==> config.mk <==
export PLATFORM = sky130hd
export DESIGN_NAME = text_buffer_ctrl
export DESIGN_NICKNAME = d
export VERILOG_FILES = /design/src/rtl/text_buffer_ctrl.sv
export SDC_FILE = /design/constraint.sdc
export NUM_CORES = 1
export LEC_CHECK = 0
export ABC_AREA = 1
export BUFFER_PORTS_ARGS = -buffer_cell sky130_fd_sc_hd__buf_2
export CAP_MARGIN = 10
export CORE_MARGIN = 3
export CORE_UTILIZATION = 50
export CTS_BUF_LIST = sky130_fd_sc_hd__clkbuf_16
export CTS_CLUSTER_SIZE = 16
export DETAILED_ROUTE_END_ITERATION = 8
export PLACE_DENSITY = 0.76
export SETUP_SLACK_MARGIN = 0.15
export SKIP_LAST_GASP = 1
export SLEW_MARGIN = 20
export SYNTH_ARGS = -nofsm -noshare
export SYNTH_HDL_FRONTEND = slang
export SYNTH_SLANG_ARGS = --single-unit
==> constraint.sdc <==
create_clock -name clk -period 2.3 [get_ports clk]
set_clock_uncertainty 0.1 [all_clocks]
set_input_delay 0.46 -clock clk [delete_from_list [all_inputs] [get_ports clk]]
set_output_delay 0.46 -clock clk [all_outputs]
set_load 0.03 [all_outputs]
==> src/rtl/text_buffer_ctrl.sv <==
// text_buffer_ctrl: shares the single-port text buffer between display reads
// and bulk fill/clear writes, with reads always taking priority.
module text_buffer_ctrl #(
    parameter int cols = 128,
    parameter int rows = 48,
    parameter int char_width = 8,
    parameter int addr_width = 13,
    parameter logic [char_width-1:0] clear_char = 8'h20
) (
    input  logic                  clk,
    input  logic                  reset,
    input  logic                  fill_start,
    input  logic                  clear_start,
    input  logic                  rd_req,
    input  logic [addr_width-1:0] rd_addr,
    output logic [char_width-1:0] rd_data,
    output logic                  rd_valid,
    output logic                  gen_req,
    input  logic                  gen_valid,
    input  logic [char_width-1:0] gen_char,
    output logic [addr_width-1:0] mem_addr,
    output logic                  mem_we,
    output logic [char_width-1:0] mem_wdata,
    input  logic [char_width-1:0] mem_rdata,
    output logic                  busy,
    output logic                  done
);
    localparam logic [addr_width-1:0] last_addr = addr_width'(cols * rows - 1);

    typedef enum logic [1:0] {IDLE, FILL, CLEAR} state_t;

    state_t                state, state_nx;
    logic [addr_width-1:0] wr_addr;
    logic [char_width-1:0] hold;
    logic                  hold_valid, rd_pipe, write_now, wr, last;

    always_comb begin
        write_now = state == FILL && hold_valid && !rd_req;
        wr        = write_now || (state == CLEAR && !rd_req);
        last      = wr && wr_addr == last_addr;
        // no capture on the final write, so nothing is left stranded in hold
        gen_req   = state == FILL && (!hold_valid || write_now) && !last;
        state_nx  = state == IDLE ? (clear_start ? CLEAR : fill_start ? FILL : IDLE)
                  : last ? IDLE : state;
    end

    assign busy    = state != IDLE;
    assign rd_data = rd_valid ? mem_rdata : '0;

    always_ff @(posedge clk or negedge reset) begin
        if (!reset) begin
            state      <= IDLE;
            wr_addr    <= '0;
            hold       <= '0;
            hold_valid <= 1'b0;
            rd_pipe    <= 1'b0;
            rd_valid   <= 1'b0;
            done       <= 1'b0;
            mem_we     <= 1'b0;
            mem_addr   <= '0;
            mem_wdata  <= '0;
        end else begin
            state    <= state_nx;
            rd_pipe  <= rd_req;
            rd_valid <= rd_pipe;
            done     <= last;
            mem_we   <= wr;
            if (rd_req)
                mem_addr <= rd_addr;
            else if (wr)
                mem_addr <= wr_addr;
            if (wr) begin
                mem_wdata <= state == CLEAR ? clear_char : hold;
                wr_addr   <= last ? '0 : wr_addr + 1'b1;
            end
            if (gen_req && gen_valid) begin
                hold       <= gen_char;
                hold_valid <= 1'b1;
            end else if (write_now) begin
                hold_valid <= 1'b0;
            end
        end
    end
endmodule

## Yosys cells after proc, flatten, opt, wreduce, memory -nomap -nowiden

Cells that the tools add are included.

| word-level totals | value |
|---|---|
| bits in registers | 49 |
| output and inout bits | 34 |
| word-level logic and storage cells | 42 |

| operators by class | value |
|---|---|
| reduce and logical (&&, ||, !) cells | 17 |
| eq/ne operators | 3 |
| $add $sub $neg | 1 |
| muxes and demuxes | 11 |

Operators with widths:

| kind | count |
|---|---|
| two-way mux 13 bit | 3 |
| two-way mux 8 bit | 2 |
| adder 13 x 1 -> 13 bit, second input constant | 1 |
| == test 13 bit, second input constant | 1 |
| nonzero test 2 bit | 4 |
| logical AND 1 bit | 7 |
| two-way mux 2 bit | 3 |
| zero test 1 bit | 3 |
| two-way mux 1 bit | 3 |
| == test 2 x 1 -> 1 bit, second input constant | 1 |
| == test 2 bit, second input constant | 1 |
| zero test 2 bit | 1 |
| logical OR 1 bit | 2 |

## Depth between registers and ports, before layout

Gate-level depths: netlist of run 1.

| logic depth | value |
|---|---|
| depth after elaboration | 9 |
| mapped depth | 9 |

## Worst setup path after synthesis of run 1

Ideal clock, no wire load.

| path | value |
|---|---|
| path type | input to output |
| start point | in rd_req |
| end point | out gen_req |
| arrival | 1.452 ns |
| path buffers | 1 |
| path slack | 0.288 ns |
| cell stages on the path | 4 |
| required time | 1.740 ns |
| cell sequence | buf_4 a21oi_2 inv_1 nor2_1 |

| on the way | value |
|---|---|
| longest elaborated chain between the ends | 6 |

RTL lines:

| item | line | source |
|---|---|---|
| from (decl) | 14 | `input logic rd_req,` |
| zero test 1 bit (*) | 38, 39 |  |
| logical AND 1 bit, on equally long branches | 38, 39 |  |
| logical OR 1 bit | 39 | `wr = write_now \|\| (state == CLEAR && !rd_req);` |
| logical AND 1 bit | 40 | `last = wr && wr_addr == last_addr;` |
| zero test 1 bit | 42 | `gen_req = state == FILL && (!hold_valid \|\| write_now) && !last;` |
| logical AND 1 bit (*) | 42 |  |
| to (decl) | 18 | `output logic gen_req,` |

Every way passes the cells marked *; elsewhere a longest branch is shown, timed or not.

## Worst setup path after layout of run 1

| path | value |
|---|---|
| start point | reg wr_addr[0] |
| end point | out gen_req |

| on the way | value |
|---|---|
| longest elaborated chain between the ends | 4 |

RTL lines:

| item | line | source |
|---|---|---|
| from (decl) | 33 | `logic [addr_width-1:0] wr_addr;` |
| from (signal assigned) | 74 | `wr_addr <= last ? '0 : wr_addr + 1'b1;` |
| == test 13 bit | 40 |  |
| logical AND 1 bit | 40 |  |
| via last | 35 | `logic hold_valid, rd_pipe, write_now, wr, last;` |
| zero test 1 bit | 42 |  |
| logical AND 1 bit | 42 |  |

The timed path passes the listed nets, and every way through them passes these cells.

==> impl_metrics.json, run 1 <==
{
  "status": "complete, no violations",
  "power_switching_uw": 454.4,
  "worstSkewPairLatency_ns": 0.29,
  "grt_util_met1_pct": 28.68,
  "syn_inst": 279,
  "clkPwrFrac_pct": 39.2,
  "dieArea_sq_mm": 0.005654,
  "htree_num_levels": 2,
  "synthAdderAreaFrac_pct": 0.5227,
  "synth_seq_cells": 49,
  "cts_buffers": 5,
  "p_sw_share_pct": 25.12,
  "dpl_cell_area_sq_mm": 0.002774,
  "gp_congestion": 0.8740,
  "core-area_sq_mm": 0.004474,
  "clkSlewWorstSetupHoldPaths_ns": 0.06,
  "pre_cts_slack_ns": 0.3118,
  "cts_tree": "built",
  "ir_drop_v": 0.0003249,
  "syn2layout_area_growth_pct": 24.05,
  "worst_pin_slew_ns": 0.5537,
  "use_met3_pct": 4.539,
  "synth_cell_types": 34,
  "synthFlopType": "dfrtp_1",
  "power.internal_mw": 1.354,
  "p_leak_nw": 1.687,
  "synth_fp_nets": 315,
  "period_share_pct": 90.70,
  "vias": 2126,
  "finalInstanceArea_sq_mm": 0.002969,
  "worstPathArrival_ns": 1.53,
  "critPathMaxFanout": 3,
  "setup_violations": 0,
  "synth-xor-area-share_pct": 0.3659,
  "root_buffer": "clkbuf_16",
  "drt_iter0_drc": 173,
  "r2r-end": "mem_addr[7]",
  "final_layout_size_suffix_gt1_share_pct": 30.03,
  "wl_per_cell_um": 13.70,
  "setup-tns-final_ns": 0,
  "rsz0062_at_grt": "no",
  "synthTopCellsByCount": "68 x nand2_1, 49 x dfrtp_1, 41 x nand3_1",
  "grt_pass1_wl_mm": 9.059,
  "hold_viol": 0,
  "slew_headroom_pct": 63.09,
  "synth-compound-area-share_pct": 6.482,
  "io_pins": 69,
  "first_pass_iters": 4,
  "synth-simple-area-share_pct": 32.78,
  "cellPowerDensity_mw_per_mm2": 609.2,
  "synth_area_sq_mm": 0.002394,
  "dp_hpwl_mm": 3.932,
  "combPwrFrac_pct": 10.6,
  "synth.avg_cell_area_sq_um": 8.579,
  "maxCapViolCount": 0,
  "final_net_count": 388,
  "vias_per_cell": 5.249,
  "clock-sinks": 49,
  "synth_top_area_cell": "dfrtp_1",
  "ant_nets": 0,
  "slew_viol_final": 0,
  "grt_overflow": 0,
  "ys_seq_area_share_pct": 51.23,
  "grt_max_degree": 34,
  "rrSetupSlack_ns": 0.42,
  "critical_path_class": "flip-flop to output port",
  "period_minus_slack_ns": 2.086,
  "initial_core_util_pct": 53.50,
  "hold_buffers": 0,
  "finalPower_mw": 1.809,
  "async_reset_ff_share_pct": 100.0,
  "reg2regPathDepth": 8,
  "top_usage_layer": "met2",
  "antenna_cells": 0,
  "cp-start-kind": "flip-flop",
  "grtUsageMet2_pct": 34.53,
  "synth.top_cell.area_share_pct": 51.23,
  "r2r-start": "state[0]",
  "synth_top_family_by_area": "simple AND/OR/NAND/NOR gates",
  "synth_most_common_cell": "nand2_1",
  "power_frac_seq_pct": 50.2,
  "die_h_um": 75.19,
  "synth-edff-count": 0,
  "fmax_ghz": 0.4794,
  "crit_path_end_kind": "output port",
  "setup_ws_ns": 0.2140,
  "yosysWarningCount": 0,
  "die-width_um": 75.19,
  "final_core_util_pct": 66.36,
  "holdCritPathClass": "primary input to asynchronous set/reset pin",
  "rows": 24,
  "cts_buffer_depth": 2,
  "wirelength_mm": 5.548,
  "muxShareOfSynthArea_pct": 0,
  "drc_errors": 0,
  "synth_area_leaders": "dfrtp_1 51%, nand2_1 11%, nand3_1 8.6%",
  "grt_pass1_vias": 1940,
  "io_buffers": 68,
  "required_ns": 1.74,
  "track_usage_pct": 21.29,
  "antenna_found_initial": 0
}
[kinds of logic after synthesis]
kind of cell	count (synthesis)
flops	49
xor+xnor	1
fa+ha+maj	1
buf+inv	46
compound gates	22
simple gates	160
[worst max path at each step]
stage | start | end | slack (ns) | cells past startpoint
floorplan | rd_req | gen_req | 0.29 | 4
global route | wr_addr[0] | gen_req | 0.16 | 7
detailed placement | rd_req | mem_addr[7] | 0.31 | 8
global placement | rd_req | mem_wdata[7] | 0.36 | 7
finish | wr_addr[0] | gen_req | 0.21 | 7
CTS | wr_addr[0] | gen_req | 0.18 | 7
[through the flow]
stage | hold WS [ns] | std cells
6_report | 0.05241 | 405
3_5_place_dp | 0.2363 | 393
5_1_grt | 0.1013 | 405
3_3_place_gp | 0.2355 | 393
4_1_cts | 0.06482 | 404
2_1_floorplan | 0.06441 | 279
[worst max-delay path, cell delays in order, from the launching register on]
cell	delay, ns
dfrtp_1	0.40
ha_4	0.16
nand3_2	0.10
nor2_4	0.15
nand2_4	0.09
nor2_8	0.12
nor2_1	0.05
buf_2	0.17
[area by class of cell]
class                   count  area (sq um)
clock buffers               5         125.1
clock inverters             3         17.52
fillers                   383          1505
inverters                  35         131.4
multi-input cells         184         983.4
flip-flops and latches     49          1226
well taps                  52         65.06
repair buffers             77         420.4
[placed cells by master (no fill, tap or decap), types with 2 or more instances in the layout]
master     Yosys  final
clkbuf_16      0      5
inv_2          4      4
nand3_2        1      2
clkinv_2       0      2
nand3_1       41     40
nand2_2        2      2
buf_2          0     68
a22o_1         7      7
nand2_4        2      2
a21oi_1        4      4
nor2_1        21     21
inv_1         31     31
nor3_1         3      3
dfrtp_1       49     49
nor2_2         3      2
nor2_4         1      2
o21ai_0        5      5
buf_4          4      8
nand2_1       68     68
nand4_1       13     13
[per-layer routing]
metal | up-vias | share of wire, %
li1 | 1060 | -
met1 | 995 | 46
met2 | 62 | 47
met3 | 9 | 5.5
met4 | 0 | 1.7
met5 | - | 0
[state kept, by name (all words and copies together), names as in the netlist]
register / flops
done: 1
hold: 8
hold_valid: 1
mem_addr: 13
mem_wdata: 8
mem_we: 1
rd_pipe: 1
rd_valid: 1
state: 2
wr_addr: 13
[power by group through the flow]
stage                     clock network (mW)  logic (mW)  registers (mW)
after floorplan                            0      0.0643           0.964
after global placement                     0       0.190           0.923
after detailed placement                   0       0.194           0.924
after CTS                              0.724       0.195           0.908
after global routing                   0.754       0.210           0.911
final                                  0.709       0.192           0.908
[what timing repair did]
item / CTS / global route
endpoints found under the setup margin: 1 / 1
buffers inserted: 3 / 1
pin swaps: 2 / 1
gates resized for setup: 3 / 1
No activity file was read; power rests on OpenSTA's default activity.
==> run 2, diff against run 1 <==
Settings changed: ABC_AREA 1 to 0, PLACE_DENSITY 0.76 to 0.78.
Clock period 2.3 ns to 2.23 ns, I/O delays scaled along.
==> run 2 against run 1 <==
First-iteration DRC count fell by 12%. Register-to-register slack got worse by 0.28 ns. Combinational power barely moved. Critical path depth fell by 2. Cell area fell by 3.5%. Sequential power rose by 3.3%. Via count fell by 19%. Total power rose by 1.1%. Die area fell by 8.0%. Cell count fell by 21%. Synthesized area fell by 8.6%. Count of clock-buffer cells in the layout did not move. Critical path type unchanged. Largest cell class unchanged.
==> impl_metrics.json, run 2 <==
{
  "period_share_pct": 97.80,
  "core-area_sq_mm": 0.004115,
  "synth_cell_types": 43,
  "fmax_ghz": 0.4585,
  "layout_common_cells": "67 x buf_2, 48 x dfrtp_1, 19 x nand2_1, 16 x o21ai_0, 15 x buf_4",
  "final_common_cell": "buf_2",
  "initial_core_util_pct": 53.15,
  "die-width_um": 72.14,
  "synth_most_common_cell": "dfrtp_1",
  "r2r-end": "hold[6]",
  "grt_max_degree": 27,
  "hold_ws_ns": 0.04639,
  "setup_violations": 0,
  "holdCritPathClass": "primary input to asynchronous set/reset pin",
  "slew_headroom_pct": 62.99,
  "dp_hpwl_mm": 3.478,
  "critPathMaxFanout": 3,
  "root_buffer": "clkbuf_16",
  "antenna_cells": 0,
  "synth_top_family_by_area": "simple AND/OR/NAND/NOR gates",
  "synth.top_cell.area_share_pct": 56.06,
  "io_pins": 69,
  "crit_path_end_kind": "output port",
  "synth_area_sq_mm": 0.002187,
  "hold_viol": 0,
  "final_cell_count_no_fill": 318,
  "syn2layout_area_growth_pct": 30.95,
  "drt_iter0_drc": 152,
  "ir_drop_v": 0.0002990,
  "synth-xor-area-share_pct": 2.803,
  "cts_tree": "built",
  "synth.avg_cell_area_sq_um": 11.76,
  "grt_pass1_vias": 1715,
  "cts_buffer_depth": 2,
  "drc_errors": 0,
  "htree_num_levels": 2,
  "top_regs": "mem_addr x13, wr_addr x13",
  "synthAdderAreaFrac_pct": 0.5721,
  "yosysWarningCount": 0,
  "io_buffers": 68,
  "cts_buffers": 5,
  "track_usage_pct": 20.21,
  "reg2regPathDepth": 5,
  "clock-sinks": 49,
  "worstSkewPairLatency_ns": 0.28,
  "rows": 23,
  "first_pass_iters": 4,
  "synth_seq_cells": 49,
  "maxCapViolCount": 0,
  "synth_top_area_cell": "dfrtp_1",
  "syn_inst": 186,
  "ys_seq_area_share_pct": 56.06,
  "synth-compound-area-share_pct": 11.50,
  "ant_nets": 0,
  "dieArea_sq_mm": 0.005203,
  "final_core_util_pct": 69.60,
  "vias": 1717,
  "gp_congestion": 0.7788,
  "synthFlopType": "dfrtp_1",
  "worstPathArrival_ns": 1.63,
  "cellPowerDensity_mw_per_mm2": 638.2,
  "slew_viol_final": 0,
  "muxShareOfSynthArea_pct": 11.04,
  "hold_buffers": 0,
  "rsz0062_at_grt": "yes",
  "grt_pass1_wl_mm": 8.217,
  "wirelength_mm": 4.920,
  "grt_overflow": 0,
  "r2r-start": "state[1]",
  "synth_area_leaders": "dfrtp_1 56%, mux2_4 5.5%, mux2i_1 5.0%",
  "final_layout_size_suffix_gt1_share_pct": 40.30,
  "die_h_um": 72.14,
  "synth_fp_nets": 222,
  "worst_pin_slew_ns": 0.5551,
  "synth-simple-area-share_pct": 15.22,
  "synth-edff-count": 0,
  "required_ns": 1.68,
  "vias_per_cell": 5.399,
  "final_net_count": 304,
  "p_leak_nw": 1.520,
  "finalPower_mw": 1.828,
  "async_reset_ff_share_pct": 100.0,
  "synthTopCellsByCount": "49 x dfrtp_1, 19 x nand2_1, 17 x o21ai_0",
  "period_minus_slack_ns": 2.181,
  "rrSetupSlack_ns": 0.14,
  "placed_cells": 306,
  "critical_path_class": "flip-flop to output port",
  "cp-start-kind": "flip-flop",
  "status": "complete, no violations",
  "wl_per_cell_um": 15.47,
  "clkSlewWorstSetupHoldPaths_ns": 0.06,
  "antenna_found_initial": 0
}
run 2: changes by cell type in the layout (fill, tap and decap cells not counted), sizes merged, moves of 3 or more:
cell and change:
xor2 +4, and2 +8, mux2i +11, nand4 -11
a21oi -3, nand3 -40, nand2 -54, buf +6
o21ai +11, inv -29, nand2b +3, and3 +3
mux2 +9, nor2 -21
run 2: area by class of cell:
class / count / area [sq um]
Clock inverter: 2 / 7.507
Multi-Input combinational cell: 123 / 949.7
Inverter: 6 / 23.77
Timing Repair Buffer: 83 / 467.9
Tap cell: 50 / 62.56
Sequential cell: 49 / 1227
Clock buffer: 5 / 125.1
Fill cell: 322 / 1251
run 2: cells by family (layout without fill, tap and decap cells):
| group | Yosys count | after routing |
|---|---|---|
| compound gates | 37 | 37 |
| simple gates | 58 | 58 |
| mux | 20 | 20 |
| fa+ha+maj | 1 | 1 |
| flops | 49 | 49 |
| buf+inv | 14 | 96 |
| xor+xnor | 7 | 7 |
run 2: power by group:
group,leakage (nW),internal [mW],switching (mW)
clock network,0.0685,0.401,0.295
registers,0.629,0.920,0.0175
logic,0.823,0.0757,0.118
total,1.52,1.40,0.431
run 2: worst max-delay path by stage:
stage / slack [ns] / to / from
after floorplan: 0.17 / gen_req / rd_req
after CTS: 0.10 / gen_req / state[0]
after global placement: 0.05 / hold[1] / rd_req
after detailed placement: -0.02 / hold[6] / rd_req
final: 0.05 / gen_req / state[0]
after global routing: -0.001 / gen_req / wr_addr[5]
run 2: through the flow:
step           instance area, sq um  worst slack (ns)  setup TNS, ns
2_1_floorplan                  2192            0.1742              0
3_3_place_gp                   2644           0.04716              0
3_5_place_dp                   2644          -0.01989        -0.1310
4_1_cts                        2821            0.1008              0
5_1_grt                        2864         -0.001324      -0.001324
6_report                       2864           0.04911              0
run 2: repair_timing:
item	CTS	global route
buffers inserted	3	2
setup endpoints to repair	10	11
pin swaps	1	0
resized for setup	9	4
cloned	0	0
run 2: per-layer routing:
layer	routed length, um	vias up	track usage (%)
met4	59	0	7.724
met3	268	8	5.263
met5	0	-	0
li1	-	825	-
met1	2298	831	28.86
met2	2294	53	29.63
run 2: critical path, cell delays in order, from the launching register on:
cell and delay, ns:
dfrtp_2 0.43, and4bb_2 0.26, o2111ai_4 0.24, nor3_4 0.06, nor2b_1 0.17, buf_4 0.19
==> run 3, diff against run 2 <==
Settings changed: CAP_MARGIN 10 to 20, SETUP_SLACK_MARGIN 0.15 to 0.3.
==> run 3 against run 2 <==
Setup slack improved by 0.073 ns. Core utilization grew 2.0 points. Clock power is 1% higher. Via count up 1.4%. Worst hold slack gained 0.10 ns. Flip-flop and latch count unchanged. Global-route usage is 0.15 points lower. Sequential share of layout area decreased by 1.2 points. Routed wire length rose by 6.3%. Largest cell class unchanged. Largest power group unchanged.
==> impl_metrics.json, run 3 (synthesized netlist as in run 2, its figures left out) <==
{
  "top_regs": "mem_addr x13, wr_addr x13",
  "die_h_um": 72.14,
  "dp_hpwl_mm": 3.394,
  "fmax_ghz": 0.4745,
  "worstPathArrival_ns": 1.56,
  "vias": 1741,
  "syn2layout_area_growth_pct": 34.78,
  "grt_pass1_wl_mm": 7.893,
  "wl_per_cell_um": 16.09,
  "power_frac_seq_pct": 51.1,
  "final_common_cell": "buf_2",
  "cts_buffer_depth": 2,
  "htree_num_levels": 2,
  "wirelength_mm": 5.228,
  "cp-start-kind": "flip-flop",
  "hold_buffers": 0,
  "period_minus_slack_ns": 2.108,
  "grt_overflow": 0,
  "dieArea_sq_mm": 0.005203,
  "layout_common_cells": "67 x buf_2, 48 x dfrtp_1, 19 x nand2_1, 17 x buf_4, 15 x o21ai_0",
  "power.internal_mw": 1.402,
  "grt_pass1_vias": 1660,
  "status": "complete, no violations",
  "power_switching_uw": 433.2,
  "clkPwrFrac_pct": 38.3,
  "combPwrFrac_pct": 10.5,
  "drc_errors": 0,
  "antenna_found_initial": 0,
  "cts_buffers": 5,
  "pre_cts_slack_ns": -0.04854,
  "ir_drop_v": 0.0004426,
  "first_pass_iters": 4,
  "grt_max_degree": 50,
  "slew_viol_final": 0,
  "critPathMaxStageDelay_ns": 0.39,
  "antenna_cells": 0,
  "setup_ws_ns": 0.1223,
  "critical_path_class": "flip-flop to output port",
  "final_net_count": 310,
  "vias_per_cell": 5.357,
  "path_cells": "buf_6, nor3b_4, o2111ai_4, nor3_4, nor2b_2, buf_6",
  "final_core_util_pct": 71.63,
  "crit_buf_inv": 2,
  "drt_iter0_drc": 92,
  "holdCritPathClass": "primary input to asynchronous set/reset pin",
  "clkSlewWorstSetupHoldPaths_ns": 0.06,
  "cpMostUsedCell": "buf_6",
  "root_buffer": "clkbuf_16",
  "ant_nets": 0,
  "p_sw_share_pct": 23.61,
  "critPathMaxFanout": 2,
  "rsz0062_at_grt": "yes",
  "cellPowerDensity_mw_per_mm2": 622.5,
  "clock-sinks": 49,
  "finalPower_mw": 1.835,
  "core-area_sq_mm": 0.004115,
  "crit_path_end_kind": "output port",
  "worstSkewPairLatency_ns": 0.28,
  "required_ns": 1.68,
  "path_delay_family": "simple AND/OR/NAND/NOR gates",
  "gp_congestion": 0.8955,
  "fillers": 282,
  "track_usage_pct": 20.07,
  "rows": 23,
  "die-width_um": 72.14,
  "cts_tree": "built",
  "crit_slowest_cell": "dfrtp_1",
  "io_buffers": 68,
  "p_leak_nw": 1.567,
  "maxCapViolCount": 0,
  "io_pins": 69,
  "period_share_pct": 94.52,
  "initial_core_util_pct": 53.15,
  "hold_viol": 0,
  "worst_pin_slew_ns": 0.6058,
  "final_layout_size_suffix_gt1_share_pct": 44.00,
  "slew_headroom_pct": 59.61,
  "setup_violations": 0
}
run 3: changes by cell type in the layout (fill, tap and decap cells not counted), sizes merged:
cell,before,now
buf,83,89
inv,6,7
run 3: cell type report:
type	count	area, sq um	share of cell area [%]
Tap cell	50	62.56	2.122
Clock buffer	5	125.1	4.244
Multi-Input combinational cell	123	974.7	33.06
Timing Repair Buffer	89	519.2	17.61
Inverter	6	25.02	0.8489
Sequential cell	49	1227	41.64
Clock inverter	3	13.76	0.4669
run 3: worst paths after layout:
| kind | from | to | slack, ns | cells past startpoint |
|---|---|---|---|---|
| max in group asynchronous | reset | wr_addr[8] | 1.44 | 2 |
| setup reg to reg | state[0] | hold[7] | 0.21 | 6 |
| setup / recovery | state[0] | gen_req | 0.12 | 6 |
| hold reg to reg | rd_pipe | rd_valid | 0.27 | 0 |
| hold / removal | reset | mem_we | 0.15 | 2 |
| min in group clk | rd_addr[7] | mem_addr[7] | 0.27 | 3 |
run 3: power groups by stage:
| stage | Combinational, mW | Clock (mW) | Sequential (mW) |
|---|---|---|---|
| 6_report | 0.193 | 0.704 | 0.938 |
| 5_1_grt | 0.209 | 0.764 | 0.942 |
| 4_1_cts | 0.194 | 0.725 | 0.938 |
| 3_5_place_dp | 0.194 | 0 | 0.954 |
| 3_3_place_gp | 0.190 | 0 | 0.953 |
| 2_1_floorplan | 0.0615 | 0 | 0.996 |
run 3: repair_timing:
item                                    in CTS  in global routing
pin swaps                                    3                  5
resized for setup                           10                 15
endpoints found under the setup margin      15                 15
setup buffers                                5                  4
run 3: per-stage QoR:
step | instance area, sq um | hold slack, ns | instances | TNS, ns
6_report | 2948 | 0.1501 | 325 | 0
5_1_grt | 2948 | 0.1894 | 325 | 0
4_1_cts | 2861 | 0.1680 | 321 | 0
3_5_place_dp | 2649 | 0.2449 | 308 | -0.3477
3_3_place_gp | 2649 | 0.2314 | 308 | 0
2_1_floorplan | 2195 | 0.05041 | 186 | 0
run 3: routing by layer:
layer	vias to the layer above	global-route usage, %	share of wire [%]
li1	841	-	-
met1	844	25.66	41
met2	50	31.55	52
met3	6	6.510	5.4
met4	0	8.142	0.98
met5	-	0	0
